===== src/rtl/mef_canal_sched_if.sv =====
// Channel-side bundle for mef_canal_sched: offered bits, grants, detect flags and alarm reporting.
interface mef_canal_sched_if #(
  parameter int unsigned N = 4
);
  localparam int unsigned CW = $clog2(N);

  logic [N-1:0]  E;
  logic [N-1:0]  V;
  logic          CNT_CLR;
  logic [N-1:0]  READY;
  logic [N-1:0]  Y;
  logic          ALARM;
  logic [CW-1:0] ALARM_CH;
  logic [7:0]    ALARM_CNT;

  modport master (
    output E, V, CNT_CLR,
    input  READY, Y, ALARM, ALARM_CH, ALARM_CNT
  );

  modport slave (
    input  E, V, CNT_CLR,
    output READY, Y, ALARM, ALARM_CH, ALARM_CNT
  );
endinterface


===== src/rtl/mef_canal_sched.sv =====
// Round-robin time-shared zero-run detector: one accepted bit per cycle advances
// only its own channel's saved context; S4 entries raise an alarm and are counted.
module mef_canal_sched #(
  parameter int unsigned N = 4
) (
  input  logic              CLK,
  input  logic              CLR,
  mef_canal_sched_if.slave  bus
);
  localparam int unsigned CW      = $clog2(N);
  localparam logic [7:0]  CNT_MAX = 8'hFF;

  typedef enum logic [2:0] {
    S0 = 3'b000,
    S1 = 3'b001,
    S2 = 3'b010,
    S3 = 3'b011,
    S4 = 3'b100
  } ctx_t;

  ctx_t          ctx_q [N];
  logic [CW-1:0] ptr_q;
  logic          alarm_q;
  logic [CW-1:0] alarm_ch_q;
  logic [7:0]    alarm_cnt_q;

  logic          gvld_c;
  logic [CW-1:0] gidx_c;
  logic [N-1:0]  grant_c;
  int unsigned   idx_c;
  ctx_t          cur_c;
  ctx_t          nxt_c;
  logic          bit_c;
  logic          enter_c;
  logic [N-1:0]  y_c;

  // Round-robin search starting just after the last granted channel.
  always_comb begin
    gvld_c  = 1'b0;
    gidx_c  = '0;
    grant_c = '0;
    idx_c   = 0;
    for (int unsigned k = 1; k <= N; k++) begin
      idx_c = (32'(ptr_q) + k) % N;
      if (!gvld_c && bus.V[CW'(idx_c)]) begin
        gvld_c = 1'b1;
        gidx_c = CW'(idx_c);
      end
    end
    if (gvld_c) grant_c[gidx_c] = 1'b1;
  end

  // Next context for the granted channel and S4-entry detection.
  always_comb begin
    cur_c   = ctx_q[gidx_c];
    bit_c   = bus.E[gidx_c];
    nxt_c   = S0;
    enter_c = 1'b0;
    case (cur_c)
      S0:      nxt_c = bit_c ? S0 : S1;
      S1:      nxt_c = bit_c ? S0 : S2;
      S2:      nxt_c = bit_c ? S0 : S3;
      S3:      nxt_c = bit_c ? S0 : S4;
      S4:      nxt_c = bit_c ? S0 : S3;
      default: nxt_c = S0;
    endcase
    enter_c = gvld_c && (cur_c != S4) && (nxt_c == S4);
  end

  // Detect flags decoded from the saved contexts.
  always_comb begin
    y_c = '0;
    for (int unsigned i = 0; i < N; i++) y_c[i] = (ctx_q[i] == S4);
  end

  // Per-channel context registers; only the granted one is written.
  always_ff @(posedge CLK or posedge CLR) begin
    if (CLR) begin
      for (int unsigned i = 0; i < N; i++) ctx_q[i] <= S0;
    end else begin
      for (int unsigned i = 0; i < N; i++) begin
        if (gvld_c && (gidx_c == CW'(i))) ctx_q[i] <= nxt_c;
      end
    end
  end

  // Arbitration pointer; reset to N-1 so channel 0 wins first.
  always_ff @(posedge CLK or posedge CLR) begin
    if (CLR)         ptr_q <= CW'(N - 1);
    else if (gvld_c) ptr_q <= gidx_c;
  end

  // Alarm pulse, channel index hold and saturating counter with clear priority.
  always_ff @(posedge CLK or posedge CLR) begin
    if (CLR) begin
      alarm_q     <= 1'b0;
      alarm_ch_q  <= '0;
      alarm_cnt_q <= '0;
    end else begin
      alarm_q <= enter_c;
      if (enter_c) alarm_ch_q <= gidx_c;
      if (bus.CNT_CLR)                         alarm_cnt_q <= '0;
      else if (enter_c && alarm_cnt_q != CNT_MAX) alarm_cnt_q <= alarm_cnt_q + 8'd1;
    end
  end

  assign bus.READY     = grant_c;
  assign bus.Y         = y_c;
  assign bus.ALARM     = alarm_q;
  assign bus.ALARM_CH  = alarm_ch_q;
  assign bus.ALARM_CNT = alarm_cnt_q;
endmodule

===== src/flat_wrapper.sv =====
// flat-port wrapper written by rule: the top's interface ports become plain ports
module mef_canal_sched_flat 
#(
  parameter int unsigned N = 4
)
  (CLK, CLR, bus_E, bus_V, bus_CNT_CLR, bus_READY, bus_Y, bus_ALARM, bus_ALARM_CH, bus_ALARM_CNT);
  mef_canal_sched_if #(.N(N)) bus_i ();
  input  logic CLK;
  input  logic CLR;
  input wire logic [$bits(bus_i.E)-1:0] bus_E;
  input wire logic [$bits(bus_i.V)-1:0] bus_V;
  input wire logic [$bits(bus_i.CNT_CLR)-1:0] bus_CNT_CLR;
  output wire logic [$bits(bus_i.READY)-1:0] bus_READY;
  output wire logic [$bits(bus_i.Y)-1:0] bus_Y;
  output wire logic [$bits(bus_i.ALARM)-1:0] bus_ALARM;
  output wire logic [$bits(bus_i.ALARM_CH)-1:0] bus_ALARM_CH;
  output wire logic [$bits(bus_i.ALARM_CNT)-1:0] bus_ALARM_CNT;
  assign bus_i.E = bus_E;
  assign bus_i.V = bus_V;
  assign bus_i.CNT_CLR = bus_CNT_CLR;
  assign bus_READY = bus_i.READY;
  assign bus_Y = bus_i.Y;
  assign bus_ALARM = bus_i.ALARM;
  assign bus_ALARM_CH = bus_i.ALARM_CH;
  assign bus_ALARM_CNT = bus_i.ALARM_CNT;
  mef_canal_sched #(.N(N)) u_core (.CLK(CLK), .CLR(CLR), .bus(bus_i));
endmodule

===== config.mk =====
export PLATFORM = sky130hd
export DESIGN_NAME = mef_canal_sched_flat
export DESIGN_NICKNAME = d
export VERILOG_FILES = /design/src/rtl/mef_canal_sched_if.sv /design/src/rtl/mef_canal_sched.sv /design/src/flat_wrapper.sv
export SDC_FILE = /design/constraint.sdc
export NUM_CORES = 1
export LEC_CHECK = 0
export CAP_MARGIN = 20
export CORE_MARGIN = 1
export CORE_UTILIZATION = 46
export CTS_CLUSTER_SIZE = 12
export DETAILED_ROUTE_END_ITERATION = 7
export GPL_ROUTABILITY_DRIVEN = 0
export GPL_TIMING_DRIVEN = 0
export HOLD_SLACK_MARGIN = 0.06
export MAX_ROUTING_LAYER = met4
export PLACE_DENSITY = 0.78
export SYNTH_ARGS = -nofsm -noshare
export SYNTH_HDL_FRONTEND = slang
export SYNTH_SLANG_ARGS = --single-unit

===== constraint.sdc =====
create_clock -name CLK -period 2.7 [get_ports CLK]
set_clock_uncertainty 0.15 [all_clocks]
set_input_delay 0.54 -clock CLK [delete_from_list [all_inputs] [get_ports CLK]]
set_output_delay 0.54 -clock CLK [all_outputs]
set_load 0.03 [all_outputs]

# Word level (Yosys, flattened, before mapping)

Cells that the tools add are included.

Add/sub/neg operators: 5
$lt $le $gt $ge: 7
Equal/unequal tests: 14
Mux-type cells: 31
Bitwise gates (word level): 1
Reductions and logical operators: 18

Operators by type and width:

| operator                                             | number |
|---|---|
| equality test 3 bit (second input constant)          | 6 |
| 2-to-1 mux 8 bit                                     | 2 |
| < comparator 2 x 3 -> 1 bit (second input constant)  | 5 |
| 2-to-1 mux 2 bit                                     | 6 |
| case mux 3 bit (4 select lines)                      | 1 |
| logical AND 1 bit                                    | 11 |
| 2-to-1 mux 1 bit                                     | 11 |
| binary-select mux 1 bit (select 2 bit)               | 5 |
| 2-to-1 mux 3 bit                                     | 3 |
| adder 8 x 1 -> 8 bit (second input constant)         | 1 |
| inequality test 8 bit (second input constant)        | 1 |
| binary-select mux 3 bit (select 2 bit)               | 1 |
| equality test 3 x 2 -> 1 bit (second input constant) | 2 |
| adder 2 x 1 -> 2 bit (second input constant)         | 2 |
| adder 2 bit (second input constant)                  | 2 |
| equality test 2 bit (second input constant)          | 2 |
| 2-to-1 mux 4 bit                                     | 1 |
| equality test 3 x 1 -> 1 bit (second input constant) | 1 |
| >= comparator 3 bit (second input constant)          | 1 |
| zero test 1 bit                                      | 3 |
| zero test 3 bit                                      | 1 |
| inequality test 3 bit (second input constant)        | 1 |
| NOT 2 -> 3 bit                                       | 1 |
| demux 1 bit (select 2 bit)                           | 1 |
| 5 further kinds                                      | 5 |

Bits in registers: 25
Input bits: 11
Output and inout bits: 19
Logic and storage cells: 84

# Depth between registers and ports, before layout

Word-level depth: 25
Gate-level depth with buffers: 10
Gate-level depth less buffers: 8

# Least setup slack after synthesis

OpenSTA, ideal clock, no wires.

Kind: in2reg
From: input bus_V[1]
To: register u_core.alarm_cnt_q[3] (netlist: u_core.bus.ALARM_CNT[3])
Library setup time: 0.066 ns
Arrival time: 2.491 ns
Data required time: 2.484 ns
Slack: -0.006 ns
Cell stages on the path: 8
Path buffers: 0
Path through: nor2b_4 > o21ba_4 > nor3_2 > mux2_2 > a21oi_4 > nand3_4 > or4_1 > nand2_1

Cells in the longest elaborated chain, start to end: 23
Elaborated cells between the ends (all ways): 45
Those cells by class: 6 x eq/ne; 26 x mux; 1 x bitwise; 12 x reduce/logical

RTL lines:

| item                                                                | line                   | RTL |
|---|---|---|
| from (decl)                                                         | flat_wrapper.sv:11     | `input wire logic [$bits(bus_i.V)-1:0] bus_V;` |
| binary-select mux 1 bit (select 2 bit)                              | mef_canal_sched.sv:45  | `if (!gvld_c && bus.V[CW'(idx_c)]) begin` |
| 2-to-1 mux 1 bit (implied by the code)                              | mef_canal_sched.sv:45  |  |
| 2-to-1 mux 1 bit                                                    | mef_canal_sched.sv:45  |  |
| zero test 1 bit                                                     | mef_canal_sched.sv:45  |  |
| logical AND 1 bit                                                   | mef_canal_sched.sv:45  |  |
| 2-to-1 mux 1 bit                                                    | mef_canal_sched.sv:45  |  |
| zero test 1 bit                                                     | mef_canal_sched.sv:45  |  |
| logical AND 1 bit                                                   | mef_canal_sched.sv:45  |  |
| [6 not listed]                                                      | --                     |  |
| 2-to-1 mux 3 bit (implied by the code) (2 in a row)                 | mef_canal_sched.sv:55  | `cur_c = ctx_q[gidx_c];` |
| equality test 3 x 2 -> 1 bit or equality test 3 bit (tied branches) | mef_canal_sched.sv:59  | `case (cur_c)` |
| OR reduction 2 bit (no source line)                                 | --                     |  |
| case mux 3 bit (4 select lines)                                     | mef_canal_sched.sv:59  |  |
| equality test 3 bit                                                 | mef_canal_sched.sv:67  | `enter_c = gvld_c && (cur_c != S4) && (nxt_c == S4);` |
| logical AND 1 bit (*)                                               | mef_canal_sched.sv:67  |  |
| logical AND 1 bit (*)                                               | mef_canal_sched.sv:103 | `else if (enter_c && alarm_cnt_q != CNT_MAX) alarm_cnt_q <= alarm_cnt_q + 8'd1;` |
| nonzero test 2 bit (no source line) (*)                             | --                     |  |
| to (signal assigned)                                                | mef_canal_sched.sv:103 |  |
| to (decl)                                                           | mef_canal_sched.sv:25  | `logic [7:0] alarm_cnt_q;` |

Every way passes the cells marked *; elsewhere a longest branch is shown, timed or not. The select of a mux whose other input is x is not followed.
A chain may end at the register's enable or synchronous reset.

# Worst setup path after layout

From: input bus_V[2]
To: output bus_READY[1]

Cells in the longest elaborated chain, start to end: 17
Elaborated cells between the ends (all ways): 28
Those cells by class: 2 x order compare; 19 x mux; 7 x reduce/logical

RTL lines:

| item                                                                                              | line                  | RTL |
|---|---|---|
| binary-select mux 1 bit (select 2 bit)                                                            | mef_canal_sched.sv:45 |  |
| 2-to-1 mux 1 bit (implied by the code)                                                            | mef_canal_sched.sv:45 |  |
| 2-to-1 mux 1 bit                                                                                  | mef_canal_sched.sv:45 |  |
| zero test 1 bit                                                                                   | mef_canal_sched.sv:45 |  |
| logical AND 1 bit                                                                                 | mef_canal_sched.sv:45 |  |
| 2-to-1 mux 1 bit                                                                                  | mef_canal_sched.sv:45 |  |
| zero test 1 bit                                                                                   | mef_canal_sched.sv:45 |  |
| logical AND 1 bit                                                                                 | mef_canal_sched.sv:45 |  |
| 2-to-1 mux 1 bit                                                                                  | mef_canal_sched.sv:45 |  |
| zero test 1 bit                                                                                   | mef_canal_sched.sv:45 |  |
| logical AND 1 bit                                                                                 | mef_canal_sched.sv:45 |  |
| 2-to-1 mux 2 bit                                                                                  | mef_canal_sched.sv:45 |  |
| < comparator 2 x 3 -> 1 bit (implied by the code) or >= comparator 2 x 1 -> 1 bit (tied branches) | mef_canal_sched.sv:50 | `if (gvld_c) grant_c[gidx_c] = 1'b1;` |
| logical AND 1 bit (implied by the code)                                                           | mef_canal_sched.sv:50 |  |
| 2-to-1 mux 1 bit (implied by the code)                                                            | mef_canal_sched.sv:50 |  |
| demux 1 bit (select 2 bit)                                                                        | --                    |  |
| 2-to-1 mux 4 bit (*)                                                                              | mef_canal_sched.sv:50 |  |
| to (decl)                                                                                         | flat_wrapper.sv:13    | `output wire logic [$bits(bus_i.READY)-1:0] bus_READY;` |

Marked as above.

==> summary.md <==
| Metric | Value |
|---|---|
| Status | finished with violations |
| Failing checks | setup timing |
| Reg2Reg Setup Slack | 0 ns |
| Hold Buf Count CTS | 0 |
| CP max FO | 7 |
| TritonCTS Buffers | 3 |
| Setup ws final | -0.06394 ns |
| Fmax | roughly 0.36 GHz |
| Most common cell after layout, fill and taps aside | dfrtp_1 |
| Hold crit path type | reg -> reg |
| Reg-to-Reg Start | u_core.ptr_q[0]$_DFFE_PP1P_ |
| Slew headroom | 0.3276 |
| Final period util | 1.024 |
| Pre-CTS setup slack | -1.067 ns |
| CTS tree | yes |
| HP Start | u_core.ctx_q[2]$_DFFE_PP0P_ |
| Post-DP HPWL | roughly 2800 um |
| Synthesized area per cell | 9.180 sq um |
| Clk sinks | 25 |
| Share of cells above drive strength 1 | 0.3364 |
| Setup violations, final | 3 |
| Top cells by area, synth | dfrtp_1 (36%), nand2_1 (4.8%), mux2_2 (4.3%), nor2_1 (4.0%), dfstp_2 (3.3%) |
| Yosys warns | 0 |
| Placed cell count | about 250 |
| Switch Pwr | between 1 and 1.5 mW |
| Worst-margin pin slew | 1.007 ns |
| First-pass GRT wire length | around 6700 um |
| # Max-Cap Violations | 0 |
| Antenna-violating nets left | 0 |
| Finished Layout Cells | about 260 |
| Largest net degree at the start of global routing | 26 |
| Num rows | 20 |
| # IOs | 30 |
| Clock share of power | 0.079 |
| CP Capture Type | output pin |
| Nets | 233 |
| Synth top area share | 0.3645 |
| Leading area contributor after synthesis | dfrtp_1 |
| Vias | approximately 1500 |
| Maximum vdd drop | 0.4599 mV |
| CORE AREA | approximately 0.0032 sq mm |
| I/O Buffers | 29 |
| Tmin final | around 2.8 ns |
| Post-synthesis sequential area ratio | 0.3978 |
| Hold Slack | 0.3721 ns |
| Sw frac | 0.4693 |
| N_diodes | 0 |
| Hold path cells | 2 |
| # DRC | 0 |
| WP data required | between 2 and 2.5 ns |
| Predominant post-synthesis flop cell | dfrtp_1 |
| Syn Nets | roughly 180 |
| Logic pwr share | 0.670 |
| Synth Instances | about 170 |
| Skew-Pair Late Insertion Delay | 0.34 ns |
| Cell-internal power | 1.240 mW |
| CTS H-Tree Depth | 1 |
| Starting Density | 0.5008 |
| Critical Path AT | 2.07 ns |
| Root Buffer | clkbuf_4 |
| Initial DRC count | about 110 |
| Clock transition at the registers of the reported paths | about 0.15 ns |
| P_leak | around 0.96 nW |
| Vias in the first global route | ~1500 |
| Die area | 0.003671 sq mm |
| #FFs+latches synth | 25 |
| Hold endpoint | u_core.ctx_q[2]$_DFFE_PP0P_ |
| RSZ-0062 raised after global routing | true |
| CTS Buffer Depth | 2 |
| Vias per cell | a little under 6 |
| Antenna violations before repair | 0 |
| Horiz. Die Dim | 60.59 um |
| Die span in y | around 61 um |
| Area of the mapped netlist | roughly 0.0016 sq mm |
| Startpoint types | primary input |
| Final Max Slew Viols | 0 |
| PD cells | slightly above 1000 mW/mm^2 |
| Drt total wl | 4621 um |
| Total track usage | 0.2544 |
| Endpoints failing hold | 0 |
| P&R area growth vs syn | 45.09% |
| Commonest non-fill, non-tap cells in the layout | dfrtp_1 (23), clkdlybuf4s50_1 (21), nand2_1 (20) |
| Post-synth EDFFs | 0 |
| Initial DRT Pass Iterations | 4 |
| Critical path type | in -> out |
| Drt wl/cell | about 18 um |
| Yosys cell types | 53 |
| Flop pwr share | 0.250 |
| Worst r2r dst | u_core.bus.ALARM_CNT[5]$_DFFE_PP0P_ |
| Worst r2r path cells | 11 |
| GRT Residual Overflow | 0 |
| Post-synthesis async set-or-reset flop share | 1.000 |
-- routing by layer --
layer	routed length [um]	up-vias	part of all wire	global-route usage
met5	0	-	0	-
met4	129	0	0.028	0.1266
met3	213	10	0.046	0.02985
met2	2376	53	0.51	0.4223
met1	1901	751	0.41	0.3054
li1	-	723	-	-
-- synthesized netlist by cell type, drive strengths merged, types with 2 or more instances --
cell	number
nor3	4
inv	12
mux2i	5
or4	2
and3	6
and4	2
o311ai	2
o21ai	10
nand2	20
or3	2
dfrtp	23
a31oi	3
buf	3
a211oi	3
nand2b	2
a21boi	2
nor3b	3
o22ai	3
nor2	18
nand4b	2
or2	2
a21oi	7
mux2	6
dfstp	2
nand3	5
o2111ai	2
o31ai	3
nor2b	3
-- critical path, stage by stage --
cell and delay [ns]:
dlygate4sd2_1 0.30, nor2_1 0.22, o21a_2 0.31, nor3_4 0.08, buf_12 0.15, buf_4 0.13
nor2_4 0.16, buf_4 0.19
-- logic make-up (layout without fill, tap and decap cells) --
family                     count (synthesis)  count (layout)  synth area share
adders and majority gates                  1               1          0.007923
muxes                                     11              11           0.07448
AOI/OAI and AO/OA                         43              43            0.1997
and+or+nand+nor                           74              74            0.2678
buffers and inverters                     16              64           0.04120
xor gates and xnor gates                   2               2           0.01110
DFF                                       25              25            0.3978
-- power groups by stage --
stage | registers (mW) | clock network, mW | logic [mW]
floorplan | 0.606 | 0 | 0.766
global placement | 0.571 | 0 | 1.08
detailed placement | 0.579 | 0 | 1.11
CTS | 0.577 | 0.182 | 1.36
global route | 0.595 | 0.197 | 1.66
finish | 0.585 | 0.185 | 1.57
-- flip-flops by register name, indices dropped and copies added (netlist names) --
| register | flops |
|---|---|
| u_core.bus.ALARM_CNT | 8 |
| u_core.ctx_q | 12 |
| u_core.ptr_q | 2 |
| u_core.bus.ALARM | 1 |
| u_core.bus.ALARM_CH | 2 |
-- worst max-delay path by stage --
stage,startpoint,to,slack [ns],cells after the start
after floorplan,bus_V[0],u_core.bus.ALARM_CNT[3]$_DFFE_PP0P_,0.01,9
after global placement,bus_V[1],bus_READY[3],-1.03,7
after detailed placement,bus_V[1],bus_READY[3],-1.07,7
after CTS,u_core.ptr_q[0]$_DFFE_PP1P_,u_core.bus.ALARM_CNT[5]$_DFFE_PP0P_,0.02,9
after global routing,bus_V[2],bus_READY[1],-0.11,8
final,bus_V[2],bus_READY[1],-0.06,8
-- through the flow --
stage               instance area [sq um]  setup TNS, ns  power (mW)    util
floorplan                            1585              0       1.372       -
global placement                     1931         -16.99       1.651  0.6123
detailed placement                   1931         -18.66       1.691  0.6123
CTS                                  2145              0       2.122  0.6802
global route                         2291        -0.9136       2.449  0.7266
finish                               2291        -0.1181       2.336  0.7266
-- area by class of cell --
class / instances / area [sq um]
multi-input combinational: 131 / 1095
fill: 232 / 862.1
sequential: 25 / 628.1
timing repair buffer: 44 / 406.6
tap: 44 / 55.05
inverter: 12 / 45.04
buffer: 4 / 33.78
clock buffer: 3 / 22.52
clock inverter: 1 / 5.005
-- what timing repair did --
| item | in CTS | in global routing |
|---|---|---|
| buffers inserted | 10 | 5 |
| gates resized for setup | 57 | 20 |
| pin swaps | 8 | 12 |
| endpoints found under the hold margin | 0 | 0 |
| setup endpoints to repair | 27 | 19 |
(Power assumes the default switching activity.)
